==> config.mk <==
export PLATFORM = sky130hd
export DESIGN_NAME = pipelined_signed_addsub
export DESIGN_NICKNAME = d
export VERILOG_FILES = /design/src/rtl/pipelined_signed_addsub.sv
export SDC_FILE = /design/constraint.sdc
export NUM_CORES = 1
export LEC_CHECK = 0
export CORE_ASPECT_RATIO = 0.7
export CORE_MARGIN = 4
export CORE_UTILIZATION = 38
export DETAILED_ROUTE_END_ITERATION = 8
export PLACE_DENSITY_LB_ADDON = 0.1
export SLEW_MARGIN = 10
export SYNTH_ARGS = -nofsm -noshare
export SYNTH_HDL_FRONTEND = slang
export SYNTH_SLANG_ARGS = --single-unit
==> constraint.sdc <==
create_clock -name clk -period 2.2 [get_ports clk]
set_input_delay 0.44 -clock clk [delete_from_list [all_inputs] [get_ports clk]]
set_output_delay 0.44 -clock clk [all_outputs]
set_load 0.02 [all_outputs]
==> src/rtl/pipelined_signed_addsub.sv <==
// Pipelined two's-complement adder/subtractor: one CHUNK-bit slice per stage, carry
// registered between stages, operands skewed in and result slices deskewed out.
module pipelined_signed_addsub #(
  parameter int WIDTH = 16,
  parameter int CHUNK = 4
) (
  input  logic             clk,
  input  logic             rst_n,
  input  logic             in_valid,
  output logic             in_ready,
  input  logic [WIDTH-1:0] a,
  input  logic [WIDTH-1:0] b,
  input  logic             sub,
  output logic             out_valid,
  input  logic             out_ready,
  output logic [WIDTH-1:0] out,
  output logic             cout,
  output logic             overflow,
  output logic             zero,
  output logic             negative
);

  localparam int STAGES = WIDTH / CHUNK;

  if (CHUNK < 1 || WIDTH < CHUNK || (WIDTH % CHUNK) != 0) begin : g_bad_params
    $error("pipelined_signed_addsub: WIDTH must be a non-zero multiple of CHUNK");
  end

  logic             adv;
  logic [WIDTH-1:0] b_eff;

  // A single enable freezes every stage, so carries and valid bits never slip apart.
  assign in_ready = !out_valid || out_ready;
  assign adv      = in_ready;
  assign b_eff    = b ^ {WIDTH{sub}};

  for (genvar k = 0; k < STAGES; k++) begin : g_stage
    localparam int RW = (k + 1) * CHUNK;

    logic             vin;
    logic             cin;
    logic [CHUNK-1:0] a_sl;
    logic [CHUNK-1:0] b_sl;
    logic [CHUNK:0]   sum;
    logic [RW-1:0]    res_d;
    logic             valid_q;
    logic             carry_q;
    logic [RW-1:0]    res_q;

    if (k == 0) begin : g_in
      assign vin   = in_valid;
      assign cin   = sub;
      assign a_sl  = a[CHUNK-1:0];
      assign b_sl  = b_eff[CHUNK-1:0];
      assign res_d = sum[CHUNK-1:0];
    end else begin : g_chain
      assign vin   = g_stage[k-1].valid_q;
      assign cin   = g_stage[k-1].carry_q;
      assign a_sl  = g_stage[k-1].g_skew.a_q[CHUNK-1:0];
      assign b_sl  = g_stage[k-1].g_skew.b_q[CHUNK-1:0];
      assign res_d = {sum[CHUNK-1:0], g_stage[k-1].res_q};
    end

    assign sum = {1'b0, a_sl} + {1'b0, b_sl} + (CHUNK + 1)'(cin);

    // NOTE: sequential state uses non-blocking assignment so every stage samples
    // its predecessor's pre-edge value, independent of process evaluation order.
    always_ff @(posedge clk) begin
      if (!rst_n) begin
        valid_q <= 1'b0;
        carry_q <= 1'b0;
        res_q   <= '0;
      end else if (adv) begin
        valid_q <= vin;
        carry_q <= sum[CHUNK];
        res_q   <= res_d;
      end
    end

    // Unconsumed upper operand slices ride along, dropping one slice per stage.
    if (k < STAGES - 1) begin : g_skew
      localparam int OW = WIDTH - RW;

      logic [OW-1:0] a_d;
      logic [OW-1:0] b_d;
      logic [OW-1:0] a_q;
      logic [OW-1:0] b_q;

      if (k == 0) begin : g_src_in
        assign a_d = a[WIDTH-1:CHUNK];
        assign b_d = b_eff[WIDTH-1:CHUNK];
      end else begin : g_src_prev
        assign a_d = g_stage[k-1].g_skew.a_q[OW+CHUNK-1:CHUNK];
        assign b_d = g_stage[k-1].g_skew.b_q[OW+CHUNK-1:CHUNK];
      end

      // NOTE: data/skew registers are reset too, so a reset leaves no stale operand
      // bits anywhere in the pipe, not just cleared valid bits.
      always_ff @(posedge clk) begin
        if (!rst_n) begin
          a_q <= '0;
          b_q <= '0;
        end else if (adv) begin
          a_q <= a_d;
          b_q <= b_d;
        end
      end
    end

    if (k == STAGES - 1) begin : g_msb
      logic msbc_q;

      always_ff @(posedge clk) begin
        if (!rst_n) begin
          msbc_q <= 1'b0;
        end else if (adv) begin
          msbc_q <= a_sl[CHUNK-1] ^ b_sl[CHUNK-1] ^ sum[CHUNK-1];
        end
      end
    end
  end

  logic             last_valid;
  logic             last_carry;
  logic             last_msbc;
  logic [WIDTH-1:0] last_res;

  assign last_valid = g_stage[STAGES-1].valid_q;
  assign last_carry = g_stage[STAGES-1].carry_q;
  assign last_msbc  = g_stage[STAGES-1].g_msb.msbc_q;
  assign last_res   = g_stage[STAGES-1].res_q;

  logic             out_valid_q;
  logic [WIDTH-1:0] out_q;
  logic             cout_q;
  logic             overflow_q;
  logic             zero_q;
  logic             negative_q;

  // Result registers only load on real beats, so bubbles leave the last result visible.
  always_ff @(posedge clk) begin
    if (!rst_n) begin
      out_valid_q <= 1'b0;
      out_q       <= '0;
      cout_q      <= 1'b0;
      overflow_q  <= 1'b0;
      zero_q      <= 1'b0;
      negative_q  <= 1'b0;
    end else if (adv) begin
      out_valid_q <= last_valid;
      if (last_valid) begin
        out_q      <= last_res;
        cout_q     <= last_carry;
        overflow_q <= last_msbc ^ last_carry;
        zero_q     <= (last_res == '0);
        negative_q <= last_res[WIDTH-1];
      end
    end
  end

  assign out_valid = out_valid_q;
  assign out       = out_q;
  assign cout      = cout_q;
  assign overflow  = overflow_q;
  assign zero      = zero_q;
  assign negative  = negative_q;

endmodule

Word-level counts from Yosys, hierarchy flattened
Index checks and enable logic that the tools add are counted.
- add/sub/neg operators: 8
- bitwise operators: 4
- reductions and logical operators: 4
- operators by type and width (operator ; number):
    $add A4 B4 Y5 ; 4
    $add A5 B1 Y5 ; 4
    $logic_not A16 Y1 ; 1
    $xor A16 B16 Y16 ; 1
    $xor A1 B1 Y1 ; 3
    $reduce_and A2 Y1 ; 1
    $logic_not A1 Y1 ; 1
    $logic_or A1 B1 Y1 ; 1
- register bits after elaboration: 118
- input port bits: 37
- output and inout port bits: 22

Longest topological paths before layout
- depth in word-level cells: 3
- mapped depth: 8
- gate-level depth less buffers: 6

Least setup slack after synthesis
Ideal clock, no wire load.
- path type: in2reg
- from: input sub
- to: register g_stage[0].res_q[3]
- library setup time: 0.079 ns
- arrival time: 1.780 ns
- slack: 0.341 ns
- stages on the path: 8
- path buffers: 2
- path through: buf_6 > buf_4 > xor2_1 > ha_1 > a21o_1 > a31oi_4 > nand4_1 > o211ai_1
- longest elaborated chain between the ends: 3
- ends and longest elaborated chain (element ; line ; text):
    start, declared ; 13 ; input logic sub,
    $xor A16 B16 Y16 ; 35 ; assign b_eff = b ^ {WIDTH{sub}};
    $add A4 B4 Y5 ; 64 ; assign sum = {1'b0, a_sl} + {1'b0, b_sl} + (CHUNK + 1)'(cin);
    $add A5 B1 Y5 * ; 64 ;
    end signal, assigned ; 76 ; res_q <= res_d;
    end, declared ; 48 ; logic [RW-1:0] res_q;
Mark *: on every way between the ends. The rest lies on a longest branch, timed or not.
A chain may end at the register's enable or synchronous reset.

Worst setup path in the final report
- from: input out_ready
- to: output in_ready
- longest elaborated chain between the ends: 1
- ends and longest elaborated chain (element ; line ; text):
    start, declared ; 15 ; input logic out_ready,
    $logic_or A1 B1 Y1 ; 33 ; assign in_ready = !out_valid || out_ready;
    end, declared ; 10 ; output logic in_ready,
No other way between the ends.

==> impl_metrics.json <==
{
  "status": "finished clean",
  "rows": 35,
  "syn_inst": 566,
  "tightest_slew_ps": 422,
  "crit_family": "buffers and inverters",
  "clock.fmax_mhz": 465,
  "hpwl_um": 7580,
  "die_h_um": 105,
  "coreArea_sq_mm": 0.0131,
  "slowest_delay_ps": 620,
  "grt_pass1_vias": 3839,
  "yosysUniqueCellTypes": 36,
  "arrival_ps": 1710,
  "postCtsSetupRepairBufs": 0,
  "die_area_sq_mm": 0.0153,
  "ant_nets": 0,
  "fin_crit_sh": 0.978,
  "grt_start_max_net_pins": 66,
  "post_drt_via_cell_ratio": 4.92,
  "synth_top_family_by_area": "compound AO/OA/AOI/OAI gates",
  "gp_congestion": 0.718,
  "clkSinkCount": 117,
  "rsz0062_at_grt": "false",
  "port_buffers": 58,
  "vias": 3920,
  "synth-seq-cells": 117,
  "hold_viol": 0,
  "routed_wl_um": 11200,
  "synth_fa_ha_area_frac": 0.0572,
  "clk_pin_slew_worst_paths_ps": 50,
  "area_delta_synth_final_pct": 26.8,
  "drv_cap": 0,
  "synth-simple-area-share": 0.180,
  "drt-initial-drc-count": 141,
  "cts_tree": "yes",
  "filler_cell_count": 1257,
  "synth-xor-area-share": 0.0362,
  "synth_top_area_share": 0.462,
  "crit_top_cell": "clkdlybuf4s50_1",
  "setup_viol": 0,
  "drive_gt1_frac": 0.0856,
  "nets": 674,
  "holdWs_ps": 425,
  "yosys-top-cells-area": "dfxtp_1 (46%), nand2_1 (15%), a21boi_1 (6.8%), a21boi_0 (6.2%), o211a_1 (3.9%)",
  "syn_avg_cell_area_sq_um": 8.97,
  "holdCritPathClass": "in -> reg",
  "ys.flop_type": "dfxtp_1",
  "antenna_found_initial": 0,
  "yosysWarningCount": 0,
  "place_inst": 765,
  "n_antenna_cell": 0,
  "finalNonFillerCells": 797,
  "post-route-drc-count": 0,
  "numCtsBuffers": 17,
  "powerDensity_mw_per_mm2": 889,
  "grt_pass1_wl_um": 19000,
  "postCtsHoldBufs": 0,
  "track_usage": 0.156,
  "leakagePower_nw": 2.63,
  "htree_levels": 4,
  "drtPass1Iterations": 4,
  "gr-total-overflow": 0,
  "yosysTopAreaCell": "dfxtp_1",
  "critPathCaptureType": "output port",
  "initial_core_util": 0.388,
  "wl_per_cell_um": 14.0,
  "synth_area_sq_mm": 0.00507,
  "io_pins": 59,
  "skew_ps": 6.94,
  "cp.required_ps": 1760,
  "slowest_stage": "clkdlybuf4s50_1",
  "worstSetupStartpointType": "input pin",
  "cp_max_fo": 2,
  "synth_compound_area_frac": 0.204,
  "clockRootBuffer": "clkbuf_16",
  "ys_seq_area_frac": 0.462,
  "critPathKind": "in -> out",
  "ctsResizeCount": 0,
  "crit_chain": "clkdlybuf4s50_1, nor2b_4, inv_4, clkdlybuf4s50_1",
  "ys_async_sr_fraction": 0,
  "slew_viol_final": 0,
  "synth_edf_count": 0,
  "clkLatencyLatePin_ps": 420,
  "fp.dieW_um": 146,
  "syn-num-nets": 622,
  "ir_drop_mv": 0.616,
  "slew_headroom": 0.716,
  "cts_buffer_depth": 2,
  "synth.area.mux_share": 0.00296,
  "layout_min_cycle_time_ps": 2150,
  "crit_buf_inv": 3
}
[flip-flops by register name, summed over array words and instances, names as in the netlist]
signal                count
g_stage.res_q            40
g_stage.g_skew.a_q       24
g_stage.g_skew.b_q       24
out                      16
g_stage.carry_q           4
g_stage.valid_q           4
cout                      1
g_stage.g_msb.msbc_q      1
out_valid                 1
overflow                  1
zero                      1
[power breakdown]
group | internal, W | switching (W)
clock | 0.00201 | 0.000968
combinational | 0.000245 | 0.000197
sequential | 0.00223 | 0.0000703
[metrics by stage]
step	TNS [ps]	setup slack (ps)	instance area (sq um)	util	power, W
detailed placement	-4.93	-4.93	5800	0.443	0.00280
floorplan	0	341	5070	-	0.00263
global placement	0	18.8	5800	0.443	0.00279
finish	0	48.8	6440	0.492	0.00572
CTS	0	32.0	6440	0.492	0.00579
global route	0	6.15	6440	0.492	0.00596
[cells by family (layout without fill, tap and decap cells)]
family	count (synthesis)	in the layout
compound gates	134	134
xor+xnor	21	21
fa+ha+maj	19	19
buf+inv	51	116
flops	117	117
mux	1	1
simple gates	223	223
[Yosys cell counts (5+ instances only)]
library cell and instances:
xnor2_1 18, clkbuf_1 12, a21o_1 5, nand2_1 198, ha_1 12, dfxtp_1 117, a21boi_1 46, buf_2 13
buf_4 11, a21boi_0 42, fa_1 7, a21oi_1 8, buf_6 6, inv_1 8, o211a_1 20
[layer usage]
layer  share of wire  global-route usage  vias to the layer above
met2            0.43               0.228                       54
met1            0.52               0.216                     1876
li1                -                   -                     1975
met4           0.017              0.0537                        0
met3           0.034              0.0494                       15
met5               0                   0                        -
[final timing paths]
check	start	to	slack (ps)	depth (start not counted)
worst min register to register	g_stage[2].res_q[5]$_SDFFE_PN0N_	g_stage[2].res_q[5]$_SDFFE_PN0N_	450	2
worst min-delay path	rst_n	g_stage[1].res_q[5]$_SDFFE_PN0N_	420	2
worst max-delay path	out_ready	in_ready	50	4
worst max register to register	g_stage[2].carry_q$_SDFFE_PN0N_	g_stage[3].carry_q$_SDFFE_PN0N_	420	5
[final cells by class]
type / count / area [sq um] / share of cell area
Inverter: 9 / 36.3 / 0.00564
Tap cell: 166 / 208 / 0.0323
Timing Repair Buffer: 75 / 778 / 0.121
Clock buffer: 23 / 488 / 0.0758
Sequential cell: 117 / 2340 / 0.364
Multi-Input combinational cell: 398 / 2440 / 0.378
Clock inverter: 9 / 148 / 0.0229
[cells in the final DEF (no fill, tap or decap), types with 2 or more instances in the layout]
cell             instances
o21ai_0                  3
a21boi_0                42
clkbuf_1                 2
nand2_1                198
nand3b_1                 3
buf_4                   11
nor4_1                   4
clkdlybuf4s50_1         57
nand4_1                  3
o211a_1                 20
a21oi_1                  8
xnor2_1                 18
clkbuf_8                 4
nor2b_1                  3
xor2_1                   3
ha_1                    12
a21o_1                   5
clkinv_2                 4
dfxtp_1                117
bufinv_16                4
o21a_1                   2
a21boi_1                46
nor2_1                   2
inv_1                    8
o21ai_1                  4
buf_12                   6
fa_1                     7
nand3_1                  4
o221ai_1                 2
clkbuf_16               17
Power figures use the tool's default switching activity.
